--- src/rtl/pwm_carrier_gen.sv ---
// -----------------------------------------------------------------------------
// pwm_carrier_gen_pkg / pwm_carrier_gen
//
// Carrier counter for one PWM channel. Generates the carrier value and its
// direction, single-cycle min/max event pulses, and a registered maskevent
// pulse that clocks the downstream event counter. The period is double
// buffered (period_sh reloads only where the carrier wraps/turns at 0) and the
// tick rate is divided by a prescaler.
//
// Ports
//   clk        in   system clock
//   reset      in   asynchronous, active-high reset
//   pwm_onoff  in   channel enable (PWM_OFF = stopped)
//   countmode  in   NO_COUNT / UP_COUNT / DOWN_COUNT / UPDOWN_COUNT
//   period_in  in   requested carrier period P
//   presc      in   tick every presc+1 clk cycles
//   evt_sel    in   maskevent source: 00 none, 01 min, 10 max, 11 min|max
//   carrier    out  carrier value
//   dir_down   out  1 while counting down
//   evt_min    out  1-clk pulse when the updated carrier is 0
//   evt_max    out  1-clk pulse when the updated carrier equals period_sh
//   maskevent  out  registered OR of the selected events
// -----------------------------------------------------------------------------
package pwm_carrier_gen_pkg;

  typedef enum logic [1:0] {
    NO_COUNT     = 2'd0,
    UP_COUNT     = 2'd1,
    DOWN_COUNT   = 2'd2,
    UPDOWN_COUNT = 2'd3
  } count_mode_t;

  typedef enum logic {
    PWM_OFF = 1'b0,
    PWM_ON  = 1'b1
  } pwm_onoff_t;

endpackage

module pwm_carrier_gen
  import pwm_carrier_gen_pkg::*;
#(
  parameter int unsigned CARR_WIDTH  = 16,
  parameter int unsigned PRESC_WIDTH = 8
) (
  input  logic                   clk,
  input  logic                   reset,
  input  pwm_onoff_t             pwm_onoff,
  input  count_mode_t            countmode,
  input  logic [CARR_WIDTH-1:0]  period_in,
  input  logic [PRESC_WIDTH-1:0] presc,
  input  logic [1:0]             evt_sel,
  output logic [CARR_WIDTH-1:0]  carrier,
  output logic                   dir_down,
  output logic                   evt_min,
  output logic                   evt_max,
  output logic                   maskevent
);

  logic [CARR_WIDTH-1:0]  period_sh;
  logic [PRESC_WIDTH-1:0] presc_cnt;
  // High from the second clk of a run onward; the first clk only preloads.
  logic                   primed;

  logic                   run_c;
  logic                   tick_c;
  logic [CARR_WIDTH-1:0]  carrier_nxt_c;
  logic                   dir_nxt_c;
  logic                   load_c;
  logic                   going_down_c;
  logic [CARR_WIDTH-1:0]  period_new_c;
  logic [CARR_WIDTH-1:0]  start_c;
  logic                   mask_c;

  assign run_c   = (pwm_onoff == PWM_ON) && (countmode != NO_COUNT);
  assign tick_c  = run_c && primed && (presc_cnt == presc);
  assign start_c = (countmode == DOWN_COUNT) ? period_in : '0;
  assign mask_c  = run_c && ((evt_sel[0] && evt_min) || (evt_sel[1] && evt_max));

  // Next carrier/direction for a tick, plus whether the shadow period reloads.
  always_comb begin
    carrier_nxt_c = carrier;
    dir_nxt_c     = dir_down;
    load_c        = 1'b0;
    going_down_c  = 1'b0;
    case (countmode)
      UP_COUNT: begin
        dir_nxt_c = 1'b0;
        if (carrier >= period_sh) begin
          carrier_nxt_c = '0;
          load_c        = 1'b1;
        end else begin
          carrier_nxt_c = carrier + CARR_WIDTH'(1);
        end
      end
      DOWN_COUNT: begin
        dir_nxt_c = 1'b1;
        if (carrier == '0) begin
          // Reload uses the incoming period so the new cycle starts at its top.
          carrier_nxt_c = period_in;
          load_c        = 1'b1;
        end else begin
          carrier_nxt_c = carrier - CARR_WIDTH'(1);
        end
      end
      UPDOWN_COUNT: begin
        if (dir_down && (carrier != '0)) begin
          carrier_nxt_c = carrier - CARR_WIDTH'(1);
          going_down_c  = 1'b1;
        end else if (!dir_down && (carrier < period_sh)) begin
          carrier_nxt_c = carrier + CARR_WIDTH'(1);
        end else if (carrier != '0) begin
          // Up-counting but already at the top (e.g. after a mode switch): turn.
          carrier_nxt_c = carrier - CARR_WIDTH'(1);
          going_down_c  = 1'b1;
        end else begin
          carrier_nxt_c = '0;
        end
        if (carrier_nxt_c == '0) begin
          load_c    = 1'b1;
          dir_nxt_c = 1'b0;
        end else if (going_down_c) begin
          dir_nxt_c = 1'b1;
        end else begin
          dir_nxt_c = (carrier_nxt_c == period_sh);
        end
      end
      NO_COUNT: begin
        carrier_nxt_c = carrier;
      end
    endcase
    period_new_c = load_c ? period_in : period_sh;
  end

  // Carrier, shadow period, prescaler and event registers.
  always_ff @(posedge clk or posedge reset) begin
    if (reset) begin
      carrier   <= '0;
      dir_down  <= 1'b0;
      evt_min   <= 1'b0;
      evt_max   <= 1'b0;
      maskevent <= 1'b0;
      period_sh <= '0;
      presc_cnt <= '0;
      primed    <= 1'b0;
    end else begin
      primed    <= run_c;
      maskevent <= mask_c;
      if (!run_c || !primed) begin
        period_sh <= period_in;
        carrier   <= start_c;
        dir_down  <= (countmode == DOWN_COUNT);
        presc_cnt <= '0;
        evt_min   <= 1'b0;
        evt_max   <= 1'b0;
      end else begin
        // A count above a freshly lowered presc wraps without a tick.
        presc_cnt <= (presc_cnt >= presc) ? '0 : presc_cnt + PRESC_WIDTH'(1);
        if (tick_c) begin
          carrier   <= carrier_nxt_c;
          dir_down  <= dir_nxt_c;
          period_sh <= period_new_c;
          evt_min   <= (carrier_nxt_c == '0);
          evt_max   <= (carrier_nxt_c == period_new_c);
        end else begin
          evt_min   <= 1'b0;
          evt_max   <= 1'b0;
        end
      end
    end
  end

endmodule

--- config.mk ---
export PLATFORM = sky130hd
export DESIGN_NAME = pwm_carrier_gen
export DESIGN_NICKNAME = d
export VERILOG_FILES = /design/src/rtl/pwm_carrier_gen.sv
export SDC_FILE = /design/constraint.sdc
export NUM_CORES = 1
export LEC_CHECK = 0
export ABC_AREA = 1
export ABC_CLOCK_PERIOD_IN_PS = 3600
export BUFFER_PORTS_ARGS = -buffer_cell sky130_fd_sc_hd__clkbuf_2
export CORE_UTILIZATION = 55
export CTS_CLUSTER_DIAMETER = 60
export DETAILED_ROUTE_END_ITERATION = 10
export GPL_ROUTABILITY_DRIVEN = 0
export HOLD_SLACK_MARGIN = 0.03
export PLACE_DENSITY = 0.75
export SLEW_MARGIN = 20
export SYNTH_ARGS = -nofsm -noshare
export SYNTH_HDL_FRONTEND = slang
export SYNTH_SLANG_ARGS = --single-unit
--- constraint.sdc ---
create_clock -name clk -period 3.6 [get_ports clk]
set_input_delay 0.54 -clock clk [delete_from_list [all_inputs] [get_ports clk]]
set_output_delay 0.54 -clock clk [all_outputs]
set_load 0.005 [all_outputs]
# [Word-level counts from Yosys, hierarchy flattened]
# Cells that the tools add are included.
# Widths: inputs -> output; s select.
[totals] inputBits=31 wordCells=74 ff_bits=45 output_inout_bits=20
[op_classes] n_lt_le_gt_ge=3 add_sub_neg=3 n_eq_ne=6 muxes=32 n_reduce_logical=22
[op_table] op="$mux 16" count=12
[op_table] op="$pmux 16 s4" count=1
[op_table] op="$logic_not 16->1" count=3
[op_table] op="$eq 16x16->1" count=2
[op_table] op="$add 16x1->16 const B" count=1
[op_table] op="$ge 16x16->1" count=1
[op_table] op="$lt 16x16->1" count=1
[op_table] op="$mux 8" count=2
[op_table] op="$reduce_bool 16->1" count=1
[op_table] op="$sub 16x1->16 const B" count=1
[op_table] op="$mux 1" count=15
[op_table] op="$add 8x1->8 const B" count=1
[op_table] op="$eq 8x8->1" count=1
[op_table] op="$ge 8x8->1" count=1
[op_table] op="$logic_and 1x1->1" count=8
[op_table] op="$pmux 1 s3" count=2
[op_table] op="$eq 2x2->1 const B" count=2
[op_table] op="$reduce_bool 2->1" count=2
[op_table] op="$reduce_bool 4->1" count=1
[op_table] op="$logic_not 1->1" count=3
[op_table] op="$eq 2x1->1 const B" count=1
[op_table] op="$logic_not 2->1" count=1
[op_table] op="$logic_or 1x1->1" count=2
[op_table] op="$reduce_and 2->1" count=1

# [Logic depth before layout (Yosys ltp)]
[depth] word_depth=12 mapped_depth=29 depth_no_buf=28

# [Least setup slack after synthesis]
# OpenSTA, ideal clock, no wires.
[synth_path] kind="register to register" from="reg carrier[5]" to="reg evt_max" t_required_ps=3485 period_less_slack_ps=2872 path_stages_with_launch=22 setup_time_ps=115 arrival_ps=2757 path_buffers=2 slack_ps=728 cell_sequence="dfrtp_1 > ha_1 > a21oi_1 > nor2_1 > nor2_1 > nand2_1 > nand2_1 > nand3_2 > buf_6 > o21ai_0 > nand3_1 > nor2_2 > nand3_2 > nand2_4 > nand2_4 > buf_6 > o21ai_1 > inv_1 > nor2_1 > nor2_1 > nand3_1 > nor2_1"
[synth_between] elab_chain_len=12 elab_cells_between_ends=24 cone_classes="add/sub (2); order compare (2); eq/ne (1); mux (14); reduce/logical (5)"
[synth_rtl] item="start: declaration" line_no="53" text="output logic [CARR_WIDTH-1:0] carrier,"
[synth_rtl] item="start signal: assignment" line_no="151" text="carrier <= start_c;"
[synth_rtl] item="start signal: assignment" line_no="160" text="carrier <= carrier_nxt_c;"
[synth_rtl] item="$sub 16x1->16, or another cell as far along" line_no="103, 108, 114"
[synth_rtl] item="$mux 16 or $logic_and 1x1->1 (tied branches)" line_no="112, 110"
[synth_rtl] item="$mux 16" line_no="110" text="end else if (!dir_down && (carrier < period_sh)) begin"
[synth_rtl] item="$mux 16" line_no="107" text="if (dir_down && (carrier != '0)) begin"
[synth_rtl] item="$mux 16" line_no="86" text="case (countmode)"
[synth_rtl] item="$logic_not 16->1" line_no="119" text="if (carrier_nxt_c == '0) begin"
[synth_rtl] item="$mux 1" line_no="119"
[synth_rtl] item="$pmux 1 s3" line_no="86"
[synth_rtl] item="$mux 16" line_no="132" text="period_new_c = load_c ? period_in : period_sh;"
[synth_rtl] item="$eq 16x16->1 *" line_no="164" text="evt_max <= (carrier_nxt_c == period_new_c);"
[synth_rtl] item="$mux 1 *" line_no="159" text="if (tick_c) begin"
[synth_rtl] item="$mux 1 *" line_no="149" text="if (!run_c || !primed) begin"
[synth_rtl] item="end signal: assignment" line_no="164"
[synth_rtl] item="end: declaration" line_no="56" text="output logic evt_max,"
# Every way passes the cells marked *; elsewhere a longest branch is shown, timed or not. The select of a mux whose other input is x is not followed.
# A chain may end at the register's enable or synchronous reset.

# [Worst setup path in the final report]
[layout_path] from="reg period_sh[13]" to="reg evt_max"
[layout_between] elab_chain_len=12 elab_cells_between_ends=16 cone_classes="order compare (2); eq/ne (1); mux (11); reduce/logical (2)"
[layout_rtl] item="start: declaration" line_no="60" text="logic [CARR_WIDTH-1:0] period_sh;"
[layout_rtl] item="start signal: assignment" line_no="150" text="period_sh <= period_in;"
[layout_rtl] item="start signal: assignment" line_no="162" text="period_sh <= period_new_c;"
[layout_rtl] item="$lt 16x16->1" line_no="110"
[layout_rtl] item="$logic_and 1x1->1" line_no="110"
[layout_rtl] item="$mux 16" line_no="110"
[layout_rtl] item="$mux 16" line_no="107"
[layout_rtl] item="$mux 16" line_no="86"
[layout_rtl] item="$logic_not 16->1" line_no="119"
[layout_rtl] item="$mux 1" line_no="119"
[layout_rtl] item="$pmux 1 s3" line_no="86"
[layout_rtl] item="$mux 16" line_no="132"
[layout_rtl] item="$eq 16x16->1 *" line_no="164"
[layout_rtl] item="$mux 1 *" line_no="159"
[layout_rtl] item="$mux 1 *" line_no="149"
# Marked as above.

==> results.cfg <==
[outcome]
status = complete, but fails checks
violated_checks = setup timing

[timing]
hold-worst-slack_ns = 0.339
slew-limit-headroom_pct = 44.2
final.setup_skew_ns = 0.00766
maxSlewViolCount = 0
timing.final.setup_violations = 1
final.period_utilization_pct = 100
final_critical_path_setup_slack_ns = -0.0178
rsz0062_at_grt = yes
layout_min_cycle_time_ns = 3.62
achievable-frequency_ghz = 0.276
max_slew.worst_pin.slew_ns = 0.836
hold_viol_final = 0

[placed_design]
io_buffer_count = 50
detailed_place_hpwl_mm = 14.7
dp_slack_ns = -0.0275
placed_area_um2 = 5740

[logic_synthesis]
post_synth_inst_count = 810
synth_sequential_area_ratio_pct = 21.6
count_of_synthesis_stage_warnings_from_yosys = 0
synth.net_count = 875
synthesized_area_um2 = 5210
synth.ff_latch_count = 45
synthesis.area_per_instance_um2 = 6.43
synthDistinctLibCells = 42

[die]
die_w_um = 99.3
number_of_i_o_pins = 51
core_footprint_um2 = 9200
fp-row-count = 35
floorplan.initialDensity_pct = 56.7
die_area_um2 = 9870
fp.dieH_um = 99.3

[power_and_ir_drop]
internal_power_uw = 1120
power.share.switching_pct = 45.8
clock_power_share_pct = 20.8
irDropWorstVdd_mv = 0.176
cellLeakagePower_uw = 0.00317
power.share.combinational_pct = 51.2
power.share.sequential_pct = 28.0
sw_pwr_uw = 946
pwr_density_cell_nw_per_um2 = 347

[cts]
max-clock-path-buffers = 2
numCtsBuffers = 5
clock_latency_of_the_later_clocked_register_in_the_worst_skew_pair_ns = 0.31
cts_sinks = 45
tritoncts = done
h-tree-depth = 2
clock_slew_at_reported_path_ffs_ns = 0.09
ctsRootBufferMaster = sky130_fd_sc_hd__clkbuf_8

[critical_path]
worst-setup-path-type = reg2reg
cp.arrival_ns = 3.83
worst_setup_path_startpoint = period_sh[13]$_DFFE_PP0P_
r2r_setup_slack_ns = -0.02
timing.critical_path.fanout_max = 23
crit-reg2reg-launch = period_sh[13]$_DFFE_PP0P_
critPathLaunchType = register
reg2reg_to = evt_max$_DFF_PP0_
critical_path.endpoint_type = register
required_ns = 3.81
reg2reg_depth = 21

[finish]
final_layout_size_suffix_gt1_share_pct = 17.9
finish.instance_area_um2 = 5960
final_util_pct = 64.8
syn2layout_area_growth_pct = 14.3
most_common_library_cell_in_the_layout_ignoring_fill_and_taps = sky130_fd_sc_hd__nand2_1
finalNetCount = 951
num_antenna_cells = 0
fill_cell_instance_count_of_the_final_layout = 830
highest_count_cells_in_the_layout_ignoring_fill_and_taps = 205 x sky130_fd_sc_hd__nand2_1, 108 x sky130_fd_sc_hd__inv_1, 76 x sky130_fd_sc_hd__nor2_1

[detailed_routing]
drc_errors = 0
wirelength_mm = 19.4
wire_per_inst_um = 19.4
via_density = 6.35
route.antenna.remaining_nets = 0
dr.first_iter.drc_count = 1183
drt_pass1_iterations = 6
detailroute.via_count = 6334

[job]
max_cap_violations = 0

[grt]
antenna_found_initial = 0
total_grt_usage_pct = 40.7
number_of_global_route_vias_before_repair = 6010
largest_net_degree_at_the_start_of_global_routing = 46
wire_length_of_the_first_global_routing_pass_mm = 30.9
global_route_congestion_overflow_total = 0

[min_path]
min-delay-path-class = in2async
per-stage QoR:
step,TNS (ns),instances,total power (uW)
2_1_floorplan,0,810,1250
3_3_place_gp,0,982,1550
3_5_place_dp,-0.0275,982,1560
4_1_cts,0,994,2000
5_1_grt,-0.163,998,2180
6_report,-0.0178,998,2070
timing repair:
action,4_1_cts,5_1_grt
pin swaps,1,3
gates resized for setup,1,12
hold buffers,0,0
endpoints found under the setup margin,1,16
endpoints found under the hold margin,0,0
buffers inserted,4,4
cells in the mapped netlist, drive strengths merged:
cell type / instances / area share (%)
a21oi: 35 / 3.4
a21boi: 3 / 0.43
a31oi: 2 / 0.24
ha: 34 / 8.2
nand4: 20 / 2.4
nand3b: 1 / 0.14
and3: 2 / 0.24
or2: 1 / 0.12
xor2: 36 / 6.1
clkinv: 4 / 0.29
o22ai: 3 / 0.36
a22oi: 28 / 4.0
a21o: 1 / 0.14
clkbuf: 15 / 1.1
xnor2: 1 / 0.17
nor4: 5 / 0.60
buf: 12 / 1.9
o2111ai: 1 / 0.17
nand3: 56 / 5.8
o211ai: 10 / 1.4
o21a: 2 / 0.29
a22o: 1 / 0.17
o221ai: 17 / 2.9
nor3: 13 / 1.9
nand2: 220 / 17
nor2: 90 / 7.1
inv: 117 / 8.4
and2: 1 / 0.12
o21ai: 33 / 3.6
a211oi: 1 / 0.14
dfrtp: 45 / 22
worst max-delay path by stage:
| stage | endpoint | depth (start not counted) | slack (ns) |
|---|---|---|---|
| 3_3_place_gp | evt_max$_DFF_PP0_ | 21 | 0.07 |
| 4_1_cts | evt_max$_DFF_PP0_ | 27 | 0.02 |
| 3_5_place_dp | evt_max$_DFF_PP0_ | 21 | -0.03 |
| 5_1_grt | evt_max$_DFF_PP0_ | 27 | -0.16 |
| 2_1_floorplan | evt_max$_DFF_PP0_ | 21 | 0.73 |
| 6_report | evt_max$_DFF_PP0_ | 21 | -0.02 |
sequential cells by signal (all words and copies together) (netlist names):
register   flops
carrier       16
dir_down       1
evt_max        1
evt_min        1
maskevent      1
period_sh     16
presc_cnt      8
primed         1
per-layer routing:
layer / GRT usage (%) / share of wire [%] / wire length [um] / up-vias
li1: - / - / - / 2824
met4: 20.6 / 6.4 / 1250 / 0
met5: 0 / 0 / 0 / -
met3: 10.7 / 15 / 2850 / 136
met2: 60.8 / 42 / 8190 / 564
met1: 54.4 / 37 / 7100 / 2810
worst max-delay path: stages (launching register included):
cell                      delay (ns)
sky130_fd_sc_hd__dfrtp_1        0.43
sky130_fd_sc_hd__inv_1          0.10
sky130_fd_sc_hd__ha_1           0.30
sky130_fd_sc_hd__a21oi_1        0.15
sky130_fd_sc_hd__o21ai_1        0.09
sky130_fd_sc_hd__nor2_2         0.24
sky130_fd_sc_hd__nand3_4        0.16
sky130_fd_sc_hd__buf_12         0.18
sky130_fd_sc_hd__nand2_1        0.07
sky130_fd_sc_hd__nand2_1        0.10
sky130_fd_sc_hd__nor2_2         0.17
sky130_fd_sc_hd__nand3_1        0.08
sky130_fd_sc_hd__nor2_1         0.13
sky130_fd_sc_hd__nand3_2        0.11
sky130_fd_sc_hd__nand2_4        0.16
sky130_fd_sc_hd__nand2_8        0.15
sky130_fd_sc_hd__o21ai_1        0.21
sky130_fd_sc_hd__inv_1          0.08
sky130_fd_sc_hd__nor2_1         0.33
sky130_fd_sc_hd__nor2_1         0.11
sky130_fd_sc_hd__nand3_1        0.10
sky130_fd_sc_hd__nor2_1         0.05
final cells by class:
cell class                      instances  area [um2]  share of cell area, %
Inverter                              121         455                   7.65
Sequential cell                        45        1130                   18.9
Multi-Input combinational cell        617        3510                   58.9
Tap cell                              111         139                   2.33
Clock inverter                          2        37.5                  0.630
Clock buffer                            6        82.6                   1.39
Timing Repair Buffer                   96         608                   10.2
cell families after synthesis:
family	synth area share, %
buffers and inverters	11.7
adders and majority gates	8.16
and+or+nand+nor	35.0
DFF	21.6
xor gates and xnor gates	6.22
AOI/OAI and AO/OA	17.2
power groups by stage:
stage	Sequential, uW	Clock, uW	Combinational, uW
4_1_cts	575	433	995
6_report	578	430	1060
2_1_floorplan	590	0	659
3_5_place_dp	585	0	979
5_1_grt	581	453	1150
3_3_place_gp	584	0	964
Power figures use the tool's default switching activity.
